$ cat src/rtl/fc_layer_engine.sv
// Fully-connected layer engine: one time-shared signed MAC,
// ROM-fed inputs/weights/bias, saturate, optional ReLU, arg-max.
module fc_layer_engine #(
  parameter int N_IN    = 784,
  parameter int N_OUT   = 10,
  parameter int DATA_W  = 32,
  parameter int FRAC_W  = 16,
  parameter bit RELU_EN = 1'b1,
  localparam int IA_W   = $clog2(N_IN),
  localparam int OA_W   = (N_OUT > 1) ? $clog2(N_OUT) : 1,
  localparam int ACC_W  = 2*DATA_W + IA_W + 1
) (
  input  logic                 clk,
  input  logic                 rst_n,
  input  logic                 start,
  output logic                 busy,
  output logic                 done,
  output logic [IA_W-1:0]      in_addr,
  input  logic [DATA_W-1:0]    in_data,
  output logic [IA_W+OA_W-1:0] w_addr,
  input  logic [DATA_W-1:0]    w_data,
  output logic [OA_W-1:0]      b_addr,
  input  logic [DATA_W-1:0]    b_data,
  output logic                 out_valid,
  output logic [OA_W-1:0]      out_idx,
  output logic [DATA_W-1:0]    out_data,
  output logic [31:0]          guess
);

  typedef enum logic [2:0] {
    S_IDLE,
    S_RUN,
    S_DRAIN,
    S_WRITE,
    S_DONE
  } state_t;

  localparam logic signed [ACC_W-1:0] SAT_HI =
    {{(ACC_W-DATA_W+1){1'b0}}, {(DATA_W-1){1'b1}}};
  localparam logic signed [ACC_W-1:0] SAT_LO =
    {{(ACC_W-DATA_W+1){1'b1}}, {(DATA_W-1){1'b0}}};

  state_t                    r_state;
  logic [IA_W-1:0]           r_i;
  logic [OA_W-1:0]           r_j;
  logic                      r_mac_vld;
  logic signed [ACC_W-1:0]   r_acc;
  logic                      r_busy;
  logic                      r_done;
  logic                      r_out_valid;
  logic [OA_W-1:0]           r_out_idx;
  logic signed [DATA_W-1:0]  r_out_data;
  logic [OA_W-1:0]           r_best_idx;
  logic signed [DATA_W-1:0]  r_best_val;
  logic [OA_W-1:0]           r_guess;

  logic signed [2*DATA_W-1:0] w_prod;
  logic signed [ACC_W-1:0]    w_prod_x;
  logic signed [ACC_W-1:0]    w_bias_x;
  logic signed [ACC_W-1:0]    w_sum;
  logic signed [ACC_W-1:0]    w_shr;
  logic signed [DATA_W-1:0]   w_sat;
  logic signed [DATA_W-1:0]   w_res;
  logic                       w_last_i;
  logic                       w_last_j;

  assign w_prod   = $signed(in_data) * $signed(w_data);
  assign w_prod_x = {{(ACC_W-2*DATA_W){w_prod[2*DATA_W-1]}}, w_prod};
  assign w_bias_x = {{(ACC_W-DATA_W){b_data[DATA_W-1]}}, b_data};
  assign w_sum    = r_acc + (w_bias_x <<< FRAC_W);
  assign w_shr    = w_sum >>> FRAC_W;
  assign w_last_i = (r_i == IA_W'(N_IN-1));
  assign w_last_j = (r_j == OA_W'(N_OUT-1));

  // Clamp the rescaled sum to the output range, then optional ReLU.
  always_comb begin
    w_sat = w_shr[DATA_W-1:0];
    if (w_shr > SAT_HI)
      w_sat = {1'b0, {(DATA_W-1){1'b1}}};
    else if (w_shr < SAT_LO)
      w_sat = {1'b1, {(DATA_W-1){1'b0}}};
    w_res = w_sat;
    if (RELU_EN && w_sat[DATA_W-1])
      w_res = '0;
  end

  // Layer sequencer with MAC accumulator and registered outputs.
  always_ff @(posedge clk or negedge rst_n) begin
    if (!rst_n) begin
      r_state     <= S_IDLE;
      r_i         <= '0;
      r_j         <= '0;
      r_mac_vld   <= 1'b0;
      r_acc       <= '0;
      r_busy      <= 1'b0;
      r_done      <= 1'b0;
      r_out_valid <= 1'b0;
      r_out_idx   <= '0;
      r_out_data  <= '0;
      r_best_idx  <= '0;
      r_best_val  <= '0;
      r_guess     <= '0;
    end else begin
      r_busy      <= (r_state != S_IDLE);
      r_mac_vld   <= (r_state == S_RUN);
      r_out_valid <= 1'b0;
      r_done      <= 1'b0;
      if (r_mac_vld)
        r_acc <= r_acc + w_prod_x;
      unique case (r_state)
        S_IDLE: begin
          r_i <= '0;
          r_j <= '0;
          if (start) begin
            r_acc   <= '0;
            r_state <= S_RUN;
          end
        end
        S_RUN: begin
          if (w_last_i)
            r_state <= S_DRAIN;
          else
            r_i <= r_i + IA_W'(1);
        end
        S_DRAIN: begin
          r_state <= S_WRITE;
        end
        S_WRITE: begin
          r_out_valid <= 1'b1;
          r_out_idx   <= r_j;
          r_out_data  <= w_res;
          if (r_j == '0 || w_res > r_best_val) begin
            r_best_val <= w_res;
            r_best_idx <= r_j;
          end
          r_acc <= '0;
          r_i   <= '0;
          if (w_last_j) begin
            r_state <= S_DONE;
          end else begin
            r_j     <= r_j + OA_W'(1);
            r_state <= S_RUN;
          end
        end
        S_DONE: begin
          r_done  <= 1'b1;
          r_guess <= r_best_idx;
          r_i     <= '0;
          r_j     <= '0;
          r_state <= S_IDLE;
        end
        default: begin
          r_state <= S_IDLE;
        end
      endcase
    end
  end

  assign busy      = r_busy;
  assign done      = r_done;
  assign in_addr   = r_i;
  assign w_addr    = {r_j, r_i};
  assign b_addr    = r_j;
  assign out_valid = r_out_valid;
  assign out_idx   = r_out_idx;
  assign out_data  = r_out_data;
  assign guess     = 32'(r_guess);

endmodule
$ cat config.mk
export PLATFORM = sky130hd
export DESIGN_NAME = fc_layer_engine
export DESIGN_NICKNAME = d
export VERILOG_FILES = /design/src/rtl/fc_layer_engine.sv
export SDC_FILE = /design/constraint.sdc
export NUM_CORES = 2
export LEC_CHECK = 0
export CELL_PAD_IN_SITES_DETAIL_PLACEMENT = 0
export CELL_PAD_IN_SITES_GLOBAL_PLACEMENT = 1
export CORE_UTILIZATION = 30
export DETAILED_ROUTE_END_ITERATION = 8
export PLACE_DENSITY_LB_ADDON = 0.1
export SYNTH_ARGS = -nofsm -noshare
export SYNTH_HDL_FRONTEND = slang
export SYNTH_SLANG_ARGS = --single-unit
export TNS_END_PERCENT = 5
$ cat constraint.sdc
create_clock -name clk -period 11.1 [get_ports clk]
set_input_delay 2.22 -clock clk [delete_from_list [all_inputs] [get_ports clk]]
set_output_delay 2.22 -clock clk [all_outputs]
set_load 0.05 [all_outputs]
; Yosys cells after proc, flatten, opt, wreduce, memory -nomap -nowiden
; Index checks and enable logic that the tools add are counted.
[op_classes]
n_eq_ne = 10
mux = 16
n_reduce_logical = 12
mul = 1
addsub = 4
n_lt_le_gt_ge = 3
[op_table]
columns = op, count
row1 = two-way mux 75 bit, 2
row2 = one-hot mux 75 bit (2 select lines), 1
row3 = adder 75 x 48 -> 75 bit, 1
row4 = adder 75 x 64 -> 75 bit, 1
row5 = multiplier 32 x 32 -> 64 bit, 1
row6 = two-way mux 32 bit, 2
row7 = greater-than comparator 59 x 32 -> 1 bit (second input constant), 1
row8 = < comparator 59 x 32 -> 1 bit (second input constant), 1
row9 = greater-than comparator 32 bit, 1
row10 = two-way mux 31 bit, 1
row11 = one-hot mux 10 bit (2 select lines), 1
row12 = one-hot mux 3 bit (4 select lines), 1
row13 = adder 10 x 1 -> 10 bit (second input constant), 1
row14 = equality test 10 bit (second input constant), 1
row15 = two-way mux 10 bit, 1
row16 = two-way mux 3 bit, 3
row17 = != test 2 bit (second input constant), 4
row18 = one-hot mux 4 bit (2 select lines), 1
row19 = AND reduction 2 bit, 4
row20 = equality test 3 x 2 -> 1 bit (second input constant), 2
row21 = adder 4 x 1 -> 4 bit (second input constant), 1
row22 = equality test 4 bit (second input constant), 1
row23 = logical NOT 4 bit, 1
row24 = two-way mux 4 bit, 1
row25 = 9 further kinds, 11
[totals]
register_bits = 172
wordCells = 59
inputBits = 99

; Depth between registers and ports, before layout
[depth]
ltp_word = 8
depth_mapped = 31

; Least setup slack after synthesis
; No wires, ideal clock.
[synth_timing]
path_kind = input port to flip-flop
from = in w_data[0]
to = reg r_acc[72]
arrival_time_ns = 11.155
required_time_ns = 10.968
path_buffers = 2
setup_time_ns = 0.132
stages = 26
slack_ns = -0.186
cell_sequence = clkbuf_1 -> nand2_1 -> fa_1 -> fa_1 -> fa_1 -> fa_1 -> inv_1 -> fa_1 -> fa_1 -> inv_1 -> fa_1 -> fa_1 -> inv_1 -> ha_1 -> clkbuf_1 -> nand2_1 -> o21ai_0 -> a2111oi_0 -> o31ai_1 -> a221o_1 -> nor2b_1 -> a211oi_1 -> o311ai_0 -> xor2_1 -> mux2i_1 -> nor2_1
[synth_between]
elab_chain_cells = 5
[synth_lines]
columns = item, line
row1 = start: declaration, 21  ; input logic [DATA_W-1:0] w_data,
row2 = multiplier 32 x 32 -> 64 bit (*), 67  ; assign w_prod = $signed(in_data) * $signed(w_data);
row3 = adder 75 x 64 -> 75 bit (*), 109  ; r_acc <= r_acc + w_prod_x;
row4 = two-way mux 75 bit (*), 108  ; if (r_mac_vld)
row5 = two-way mux 75 bit, 114  ; if (start) begin
row6 = one-hot mux 75 bit (2 select lines) (*), 110  ; unique case (r_state)
row7 = end signal: assignment, 109
row8 = end: declaration, 47  ; logic signed [ACC_W-1:0] r_acc;
; Every way passes the cells marked *; elsewhere a longest branch is shown, timed or not.
; A chain may end at the register's enable or synchronous reset.

; Worst setup path in the final report
[layout_timing]
from = in w_data[1]
to = reg r_acc[72]
; The elaborated chain is that of the path after synthesis.

==> flow_metrics.tcl <==
set metrics [dict create \
    wl_per_cell_um 19.9 \
    grt_antenna_before_repair 1 \
    cp_max_fo 23 \
    ant_nets 0 \
    hold_viol_final 0 \
    async_reset_ff_share_pct 100 \
    crit_path_frequent_cell "fa_1" \
    cts_tree "built" \
    die_w_um 431 \
    startpoint "w_data[1]" \
    core_um2 182000 \
    cap_violations 0 \
    required_ps 11470 \
    finalMaxSlewViolations 0 \
    synth_area_per_cell_um2 9.08 \
    ios 198 \
    timing.rr.start "r_acc[18]" \
    drt_drc_violations_left 0 \
    ys.flop_type "dfrtp_1" \
    grt_pass1_wl_mm 273 \
    place_congestion 0.836 \
    grt_pass1_vias 44600 \
    final_cells 8602 \
    drtPass1Iterations 7 \
    final_cell_area_um2 61300 \
    ys_seq_elements 170 \
    tightest_slew_ps 987 \
    timing.hold.ws_ps 488 \
    cpPeakStageDelay_ps 550 \
    max_freq_mhz 93.7 \
    routed_wirelength_mm 171 \
    avgViaCountPerCell 4.66 \
    area_growth_pct 11.2 \
    rows 156 \
    skew_ps 20.3 \
    dp_hpwl_mm 148 \
    endpoint_kind "register" \
    cts_hold_buf 0 \
    die_h_um 431 \
    h-tree-depth 4 \
    diodes 0 \
    final_cell_mix "1,405 x inv_1, 1,308 x fa_1, 852 x nand2_1, 334 x ha_1, 324 x and2_1" \
    dr.first_iter.drc_count 1620 \
    worstPathArrival_ps 11040 \
    synth_warnings 0 \
    port_buffers 168 \
    fin_nets 7882 \
    syn_area_um2 55100 \
    min_period_ps 10680 \
    cp_slowest_cell "fa_1" \
    fin_crit_sh_pct 96.2 \
    routed-via-count 40100 \
    hp-class "reg2reg" \
    cts_root_buf "clkbuf_16" \
    place_inst 8570 \
    post_cts.repair.setup_buffers 0 \
    seq_area_frac_synth_pct 7.72 \
    status "finished, final reports clean" \
    placed_area_um2 60600 \
    die_area_um2 185000 \
    clock_latency_ps 470 \
    worstSetupStartpointType "input port" \
    clkSinkCount 170 \
    cts_resized 0 \
    start_util_pct 30.3 \
    grtUsageTotal_pct 19.1 \
    setup_viol 0 \
    clk_pin_slew_ps 90 \
    cts-buffers-inserted 17 \
    grt_overflow 0 \
    drive_gt1_share_pct 4.32 \
    synth_cell_types 77 \
    critPathKind "in2reg" \
    netlist_instances 6069 \
    clk_path_buf_depth 2 \
    rsz0062_at_grt "false" \
    relSlewSlack_pct 33.8 \
    grt_max_degree 68 \
    min_from "out_idx[3]" \
    utilization_pct 33.7 \
    layout_commonest_cell "inv_1" \
    synth-edff-count 0 \
]
[registers in the layout, indices dropped and copies added (netlist names), 3 cells and up]
name        flops
b_addr          4
out_data       31
r_best_val     31
r_acc          75
out_idx         4
r_guess         4
in_addr        10
r_state         3
r_best_idx      4
[cell type report]
type                       count  area [µm²]
clock inverter                15         250
timing repair buffer         360        3740
tap                         2449        3060
sequential                   170        4260
fill                       19100      120000
inverter                    1409        5290
multi-input combinational   4182       44300
clock buffer                  17         425
[path summary, 6_finish.rpt]
check	endpoint	slack, ps	depth (start not counted)
min	out_idx[3]	490	2
min reg2reg	out_idx[3]	490	2
max reg2reg	r_acc[69]	2640	29
max	r_acc[72]	420	33
max in group asynchronous	r_mac_vld	8070	2
min in group asynchronous	r_guess[1]	1700	1
[cells by family (layout without fill, tap and decap cells)]
| kind of cell | count (synthesis) | in the layout | synth area share, % |
|---|---|---|---|
| AO/OA/AOI/OAI | 684 | 684 | 7.88 |
| adder cells (fa/ha/maj) | 1643 | 1643 | 55.1 |
| AND/OR/NAND/NOR | 1637 | 1637 | 13.8 |
| XOR/XNOR | 118 | 118 | 1.87 |
| multiplexers | 71 | 71 | 1.32 |
| buffers and inverters | 1745 | 1801 | 12.2 |
| flip-flops | 170 | 170 | 7.72 |
| other | 1 | 29 | 0.00680 |
[critical path: cells and delay by family]
kind,cells,cell delay (ps)
and+or+nand+nor,2,260
muxes,1,140
buffers and inverters,12,1950
xor gates and xnor gates,1,170
adders and majority gates,9,4450
AOI/OAI and AO/OA,8,1820
[cell usage after synthesis, drive strengths merged (7+ instances only)]
cell | instances | area (µm²)
nor2b | 42 | 263
a21oi | 198 | 995
nand4 | 51 | 319
o22ai | 10 | 62.6
mux2 | 13 | 146
mux2i | 58 | 581
nor3 | 30 | 161
nand2 | 855 | 3210
ha | 334 | 4180
nand2b | 21 | 131
o31ai | 11 | 82.6
nor4 | 14 | 87.6
and2 | 324 | 2030
nand3 | 39 | 195
a211oi | 24 | 180
a31oi | 38 | 238
o211ai | 18 | 135
o21a | 28 | 210
xnor2 | 76 | 666
clkbuf | 267 | 1000
a21o | 78 | 586
a311oi | 17 | 149
fa | 1309 | 26200
and3 | 22 | 138
a2111oi | 8 | 70.1
buf | 69 | 454
o21ai | 150 | 751
dfrtp | 170 | 4250
xor2 | 42 | 368
a221oi | 7 | 73.8
nor2 | 181 | 679
or3 | 28 | 175
o21bai | 37 | 278
inv | 1409 | 5290
a21boi | 7 | 52.6
[per-layer routing]
metal	share of wire (%)	global-route usage [%]
met1	44	25.3
met2	54	35.6
met3	1.4	0.735
met4	0.77	1.80
met5	0	0
[per-stage QoR]
| step | setup TNS, ps | setup WS, ps |
|---|---|---|
| floorplan | 0 | 178 |
| global placement | 0 | 121 |
| detailed placement | -33.7 | -22.9 |
| CTS | 0 | 454 |
| global route | 0 | 35.0 |
| finish | 0 | 422 |
Power is left out: the tool's default activity adds up to more than one toggle a clock period on the data nets, which glitch-free logic cannot reach.
